## src/rtl/uart_reg_cmd_ctrl.sv

```systemverilog
// uart_reg_cmd_ctrl: decodes 'W'/'R' byte packets from the uart RX FIFO,
// performs one register-bus access, and pushes a one-byte reply to TX.
module uart_reg_cmd_ctrl #(
    parameter int ADDR_BITS      = 8,
    parameter int TIMEOUT_CYCLES = 1000000,
    parameter int TO_BITS        = 20
) (
    input  logic                 clk,
    input  logic                 reset,
    input  logic                 rx_empty,
    input  logic [7:0]           r_data,
    output logic                 rd_uart,
    input  logic                 tx_full,
    output logic                 wr_uart,
    output logic [7:0]           w_data,
    output logic [ADDR_BITS-1:0] reg_addr,
    output logic [7:0]           reg_wdata,
    output logic                 reg_we,
    output logic                 reg_re,
    input  logic [7:0]           reg_rdata,
    output logic                 busy,
    output logic                 cmd_err
);

    typedef enum logic [2:0] {
        IDLE,
        GET_ADDR,
        GET_DATA,
        REG_WR,
        REG_RD,
        RD_WAIT,
        SEND
    } state_t;

    localparam logic [7:0] CH_W = 8'h57;
    localparam logic [7:0] CH_R = 8'h52;
    localparam logic [7:0] CH_K = 8'h4B;
    localparam logic [7:0] CH_E = 8'h45;
    localparam logic [7:0] CH_T = 8'h54;
    localparam logic [TO_BITS-1:0] TO_LAST = TO_BITS'(TIMEOUT_CYCLES - 1);

    state_t               state, state_nx;
    logic                 op_wr, op_wr_nx;
    logic [ADDR_BITS-1:0] addr_nx;
    logic [7:0]           wdata_nx;
    logic [7:0]           reply, reply_nx;
    logic [TO_BITS-1:0]   to_cnt, to_cnt_nx;
    logic                 err_nx;
    logic                 in_rx;
    logic                 in_get;
    logic                 pop;
    logic                 expire;

    // Byte-consuming states pop whenever the FIFO has data; reset masks strobes.
    assign in_get  = (state == GET_ADDR) || (state == GET_DATA);
    assign in_rx   = (state == IDLE) || in_get;
    assign pop     = in_rx && !rx_empty && !reset;
    assign expire  = in_get && rx_empty && (to_cnt == TO_LAST);

    assign rd_uart = pop;
    assign wr_uart = (state == SEND) && !tx_full && !reset;
    assign reg_we  = (state == REG_WR) && !reset;
    assign reg_re  = (state == REG_RD) && !reset;
    assign w_data  = reply;
    assign busy    = (state != IDLE);

    // Next-state decode, operand latching and inter-byte timeout.
    always_comb begin
        state_nx  = state;
        op_wr_nx  = op_wr;
        addr_nx   = reg_addr;
        wdata_nx  = reg_wdata;
        reply_nx  = reply;
        to_cnt_nx = to_cnt;
        err_nx    = 1'b0;
        unique case (state)
            IDLE: begin
                to_cnt_nx = '0;
                if (pop) begin
                    if (r_data == CH_W || r_data == CH_R) begin
                        op_wr_nx = (r_data == CH_W);
                        state_nx = GET_ADDR;
                    end else begin
                        reply_nx = CH_E;
                        err_nx   = 1'b1;
                        state_nx = SEND;
                    end
                end
            end
            GET_ADDR: begin
                if (pop) begin
                    addr_nx   = r_data[ADDR_BITS-1:0];
                    to_cnt_nx = '0;
                    state_nx  = op_wr ? GET_DATA : REG_RD;
                end else if (expire) begin
                    to_cnt_nx = '0;
                    reply_nx  = CH_T;
                    err_nx    = 1'b1;
                    state_nx  = SEND;
                end else begin
                    to_cnt_nx = to_cnt + TO_BITS'(1);
                end
            end
            GET_DATA: begin
                if (pop) begin
                    wdata_nx  = r_data;
                    to_cnt_nx = '0;
                    state_nx  = REG_WR;
                end else if (expire) begin
                    to_cnt_nx = '0;
                    reply_nx  = CH_T;
                    err_nx    = 1'b1;
                    state_nx  = SEND;
                end else begin
                    to_cnt_nx = to_cnt + TO_BITS'(1);
                end
            end
            REG_WR: begin
                reply_nx = CH_K;
                state_nx = SEND;
            end
            REG_RD: begin
                state_nx = RD_WAIT;
            end
            RD_WAIT: begin
                reply_nx = reg_rdata;
                state_nx = SEND;
            end
            SEND: begin
                if (!tx_full) state_nx = IDLE;
            end
            default: begin
                state_nx = IDLE;
            end
        endcase
    end

    // State and datapath registers; reset discards any partial packet.
    always_ff @(posedge clk) begin
        if (reset) begin
            state     <= IDLE;
            op_wr     <= 1'b0;
            reg_addr  <= '0;
            reg_wdata <= '0;
            reply     <= '0;
            to_cnt    <= '0;
            cmd_err   <= 1'b0;
        end else begin
            state     <= state_nx;
            op_wr     <= op_wr_nx;
            reg_addr  <= addr_nx;
            reg_wdata <= wdata_nx;
            reply     <= reply_nx;
            to_cnt    <= to_cnt_nx;
            cmd_err   <= err_nx;
        end
    end

endmodule

```

## config.mk

```make
export PLATFORM = sky130hd
export DESIGN_NAME = uart_reg_cmd_ctrl
export DESIGN_NICKNAME = d
export VERILOG_FILES = /design/src/rtl/uart_reg_cmd_ctrl.sv
export SDC_FILE = /design/constraint.sdc
export NUM_CORES = 1
export LEC_CHECK = 0
export ABC_AREA = 1
export CORE_MARGIN = 3
export CORE_UTILIZATION = 25
export DETAILED_ROUTE_END_ITERATION = 12
export REMOVE_ABC_BUFFERS = 1
export SLEW_MARGIN = 20
export SYNTH_ARGS = -nofsm -noshare
export SYNTH_HDL_FRONTEND = slang
export SYNTH_SLANG_ARGS = --single-unit
```

## constraint.sdc

```tcl
create_clock -name clk -period 5.2 [get_ports clk]
set_clock_uncertainty 0.15 [all_clocks]
set_input_delay 0.78 -clock clk [delete_from_list [all_inputs] [get_ports clk]]
set_output_delay 0.78 -clock clk [all_outputs]
set_load 0.01 [all_outputs]
```

==> results of run 1 <==
logic make-up (layout without fill, tap and decap cells):
logic type / after synthesis / after routing
AO/OA/AOI/OAI: 58 / 58
adder cells (fa/ha/maj): 1 / 1
buffers and inverters: 48 / 95
XOR/XNOR: 8 / 8
flip-flops: 49 / 49
AND/OR/NAND/NOR: 205 / 205
power by group:
group	total [µW]	internal (µW)	leakage, µW	switching, µW
Combinational	322	129	0.000765	193
Clock	280	144	0.0000543	136
Sequential	436	408	0.000397	27.7
flip-flops by register name, summed over array words and instances (netlist names):
register   flops
w_data         8
cmd_err        1
state          3
to_cnt        20
reg_wdata      8
op_wr          1
reg_addr       8
worst max-delay path, cell delays in order:
cell,delay [ns]
clkdlybuf4s50_1,0.98
clkinv_4,0.34
nand3_2,0.20
nor2_4,0.06
clkdlybuf4s50_1,0.50
worst paths after layout:
check / startpoint / end / depth (start not counted)
max: reset / rd_uart / 5
min: w_data[7]$_SDFFE_PP0P_ / w_data[7]$_SDFFE_PP0P_ / 2
max reg2reg: to_cnt[0]$_SDFFE_PP0P_ / to_cnt[0]$_SDFFE_PP0P_ / 10
min reg2reg: w_data[7]$_SDFFE_PP0P_ / w_data[7]$_SDFFE_PP0P_ / 2
metrics by stage:
stage | setup slack [ns] | hold slack [ns] | instance area [µm²] | total power [µW] | std cells
after detailed placement | 1.335 | 0.3141 | 3118 | 769.2 | 541
after global placement | 1.380 | 0.2994 | 3118 | 767.7 | 541
final | 1.400 | 0.3241 | 3233 | 1038 | 549
after CTS | 1.338 | 0.3279 | 3233 | 1052 | 549
after global routing | 1.276 | 0.3391 | 3233 | 1103 | 549
after floorplan | 3.018 | 0.3001 | 2461 | 639.2 | 359
cell usage in the layout, fill, tap and decap left out, drive strengths merged, types with 2 or more instances in the layout:
cell type,netlist,layout
nand2,83,83
nor2,76,76
dfxtp,49,49
clkdlybuf4s50,0,49
inv,37,37
nand3,29,29
o21ai,27,27
a21oi,24,24
nand4,7,7
xor2,6,6
nor3,6,6
clkbuf,3,5
clkinv,1,2
xnor2,2,2
or2,2,2
o22ai,2,2
layer usage:
metal  vias to the layer above  track usage
li1                       1284            -
met1                      1096       0.1481
met2                        62       0.1819
met3                         8      0.02489
met4                         0      0.04292
met5                         -            0
layout make-up:
cell class | instances | area [µm²]
Sequential cell | 49 | 980.9
Tap cell | 133 | 166.4
Clock buffer | 5 | 68.82
Timing Repair Buffer | 49 | 490.5
Clock inverter | 3 | 46.29
Multi-Input combinational cell | 272 | 1330
Fill cell | 1059 | 6541
Inverter | 38 | 150.1
==> out/results.ini, run 1 <==
[logic_synthesis]
synth_edf_count = 0
synthAdderAreaFrac = 0.004960
synth_most_common_cell = nand2_1
synth_top_family_by_area = simple AND/OR/NAND/NOR gates
synth_area_um2 = 2522
ys_ff_latch = 49
synth_flop_cell = dfxtp_1
synthMuxAreaShare = 0
synth_area_per_cell_um2 = 6.836
synth_xor_area_frac = 0.02778
synthSimpleGateAreaFrac = 0.3720
synthDistinctLibCells = 36
yosysTopAreaCell = dfxtp_1
synthArstFlopShare = 0
yosys-top-cells-area = dfxtp_1 (39%), nand2_1 (12%), nor2_1 (8.9%)
yosys.area.top_type_share = 0.3889
synth_common_cells = nand2_1 (78), nor2_1 (60), dfxtp_1 (49), inv_1 (28), nand3_1 (25)
synth-warning-count = 0
synth_compound_area_frac = 0.1225
yosysSeqAreaShare = 0.3889
syn_inst = 369

[finish]
fin_util = 0.3308
diodes = 0
syn2layout_area_growth_pct = 28.17
final_net_count = 436
drive_gt1_frac = 0.1130

[drt]
drt_iter0_drc = 138
vias = 2450
routed_wl_um = 6388
viasPerCell = 4.463
drtAntennaViolNets = 0
wl_met1_um = 3070
wl_met3_um = 344
wl_per_cell_um = 11.64
dr.max_layer_used = met4
wl_met2_um = 2883
first_pass_iters = 5
route.detailed.drc = 0

[cts]
clkSinkCount = 49
cts_buffer_depth = 2
cts_tree = done
cts-root-buf = clkbuf_8
htree_levels = 2
clock_latency_ns = 0.31
postCtsSetupBuffers = 0
ctsHoldBuffers = 0
clk_pin_slew_ns = 0.09
cts_made_buffers = 5
ctsResizeCount = 0

[critical_path]
critPathMaxFanout = 24
regToRegSetupSlack_ns = 2.84
critPathCaptureType = output pin
crit_arrival_ns = 2.87
crit_required_ns = 4.27
startpoint_type = input port
worstSetupPathType = input port to output pin

[place]
gp_congestion = 0.8750
io_buffer_count = 49
dpl.hpwl_um = 4769

[timing]
finalSetupViolCount = 0
min_period_ns = 3.800
relSlewSlack = 0.4714
drv_slew = 0
hold_viol_final = 0
fin_tns_setup_ns = 0
rsz0062_at_grt = false
worst_pin_slew_ns = 0.7905
max_freq_mhz = 263.1
period_share = 0.7308

[floorplan]
core_area_um2 = 9774
start_util = 0.2581
num_rows = 36
dieArea_um2 = 11330
die_h_um = 106.4
ioPinCount = 50
die_w_um = 106.4

[status]
status = finished clean

[job]
maxCapViolCount = 0

[grt]
antenna_found_initial = 0
grt_pass1_wl_um = 10530
grt_overflow_total = 0
grt_pass1_vias = 2259
grt_use_total = 0.1131
grt_max_degree = 25

[power_and_ir_drop]
power.density_nw_per_um2 = 321.2
max-vdd-ir-drop_mv = 0.1239
p_leak_uw = 0.001216

[worst_hold_path]
hold_class = register to register

(Power assumes the default switching activity.)
==> run 2: changes to the inputs <==
==> constraint.sdc (replaced) <==
create_clock -name clk -period 3.35 [get_ports clk]
set_clock_uncertainty 0.15 [all_clocks]
set_input_delay 0.5025 -clock clk [delete_from_list [all_inputs] [get_ports clk]]
set_output_delay 0.5025 -clock clk [all_outputs]
set_load 0.01 [all_outputs]
==> out/results.ini, run 2 (synthesized netlist as in run 1, its figures left out) <==
[power_and_ir_drop]
p_seq_frac = 0.412
p_leak_uw = 0.001245
p_int_uw = 1075
power.density_nw_per_um2 = 500.8
clkPwrFrac = 0.270
max-vdd-ir-drop_mv = 0.1619
p_sw_uw = 564.1
power_frac_comb = 0.318
swShare = 0.3442

[timing]
worst_pin_slew_ns = 0.4379
hold_viol_final = 0
finalSetupViolCount = 0
drv_slew = 0
max_freq_mhz = 365.9
fin_tns_setup_ns = 0
rsz0062_at_grt = false
period_share = 0.8158
relSlewSlack = 0.7078
min_period_ns = 2.733

[cts]
postCtsSetupBuffers = 0
clk_pin_slew_ns = 0.10
cts_tree = done
clock_latency_ns = 0.30
ctsHoldBuffers = 0
htree_levels = 2
clkSinkCount = 49
cts_buffer_depth = 2
ctsResizeCount = 0
cts_made_buffers = 5
cts-root-buf = clkbuf_8

[critical_path]
crit_required_ns = 2.70
critPathCaptureType = output pin
r2r-start = to_cnt[0]$_SDFFE_PP0P_
crit_arrival_ns = 2.08
critPathMaxFanout = 7
worstRegToRegCells = 11
regToRegSetupSlack_ns = 1.31
r2r_end = to_cnt[0]$_SDFFE_PP0P_
startpoint_type = input port
worstSetupPathType = input port to output pin

[worst_hold_path]
hold_depth = 1
min_from = w_data[2]$_SDFFE_PP0P_
hold_end = w_data[2]$_SDFFE_PP0P_
hold_class = register to register

[grt]
grt_max_degree = 24
grt_overflow_total = 0
grt_pass1_wl_um = 10930
antenna_found_initial = 0
grt_use_total = 0.1158
grt_pass1_vias = 2361

[finish]
regArea_um2 = 980.9
fillers = 1063
final_net_count = 441
final_cell_mix = nand2_1 (78), nor2_1 (60), dfxtp_1 (49), clkdlybuf4s50_1 (49), inv_1 (28)
diodes = 0
largest_reg_flops = 20
final_common_cell = nand2_1
multi_input_area_um2 = 1330
finalNonFillerCells = 554
final_area_um2 = 3272
syn2layout_area_growth_pct = 29.71
regMostFlops = to_cnt
drive_gt1_frac = 0.1235

[place]
place_inst = 546
gp_congestion = 0.8516
dpl.hpwl_um = 4783
dpl_cell_area_um2 = 3156
io_buffer_count = 49

[drt]
drt_iter0_drc = 110
first_pass_iters = 4
wl_per_cell_um = 11.65
route.detailed.drc = 0
drtAntennaViolNets = 0
viasPerCell = 4.486
routed_wl_um = 6453
vias = 2485

[floorplan]
dieArea_um2 = 11330
core_area_um2 = 9774
ioPinCount = 50
die_h_um = 106.4
num_rows = 36
start_util = 0.2581
die_w_um = 106.4

[status]
status = finished clean

[job]
maxCapViolCount = 0

[run 2: worst max-delay path by stage]
stage | start | endpoint | slack, ns
floorplan | to_cnt[0]$_SDFFE_PP0P_ | to_cnt[0]$_SDFFE_PP0P_ | 1.39
global placement | reset | rd_uart | 0.67
detailed placement | reset | rd_uart | 0.64
CTS | reset | rd_uart | 0.63
global route | reset | rd_uart | 0.56
finish | reset | rd_uart | 0.62
[run 2: power groups by stage]
stage	combinational [µW]	sequential (µW)	clock, µW
after floorplan	293	699	0
after global placement	517	688	0
after detailed placement	519	688	0
after CTS	522	675	458
after global routing	581	683	478
final	521	675	442
[run 2: per-stage QoR]
stage / utilization / worst slack (ns) / hold WS, ns / power (µW)
after floorplan: - / 1.391 / 0.3001 / 992.2
after detailed placement: 0.3228 / 0.6405 / 0.3018 / 1208
final: 0.3347 / 0.6169 / 0.3196 / 1639
after global placement: 0.3228 / 0.6747 / 0.2987 / 1205
after global routing: 0.3347 / 0.5643 / 0.3459 / 1742
after CTS: 0.3347 / 0.6332 / 0.3264 / 1656
[run 2: critical path, stage by stage]
cell and delay [ns]:
clkdlybuf4s50_1 0.59, clkinv_4 0.11, nand3_2 0.10, nor2_4 0.18, clkdlybuf4s50_1 0.59
[run 2: per-layer routing]
| metal | vias to the layer above | global-route usage | wire (µm) |
|---|---|---|---|
| met4 | 0 | 0.03379 | 95 |
| met1 | 1110 | 0.1541 | 3181 |
| li1 | 1286 | - | - |
| met3 | 10 | 0.02550 | 323 |
| met5 | - | 0 | 0 |
| met2 | 79 | 0.1882 | 2853 |
[run 2: layout make-up]
| cell class | instances | area share |
|---|---|---|
| Tap cell | 133 | 0.05086 |
| Inverter | 38 | 0.04589 |
| Clock inverter | 3 | 0.01453 |
| Multi-Input combinational cell | 272 | 0.4065 |
| Timing Repair Buffer | 54 | 0.1614 |
| Sequential cell | 49 | 0.2998 |
| Clock buffer | 5 | 0.02103 |
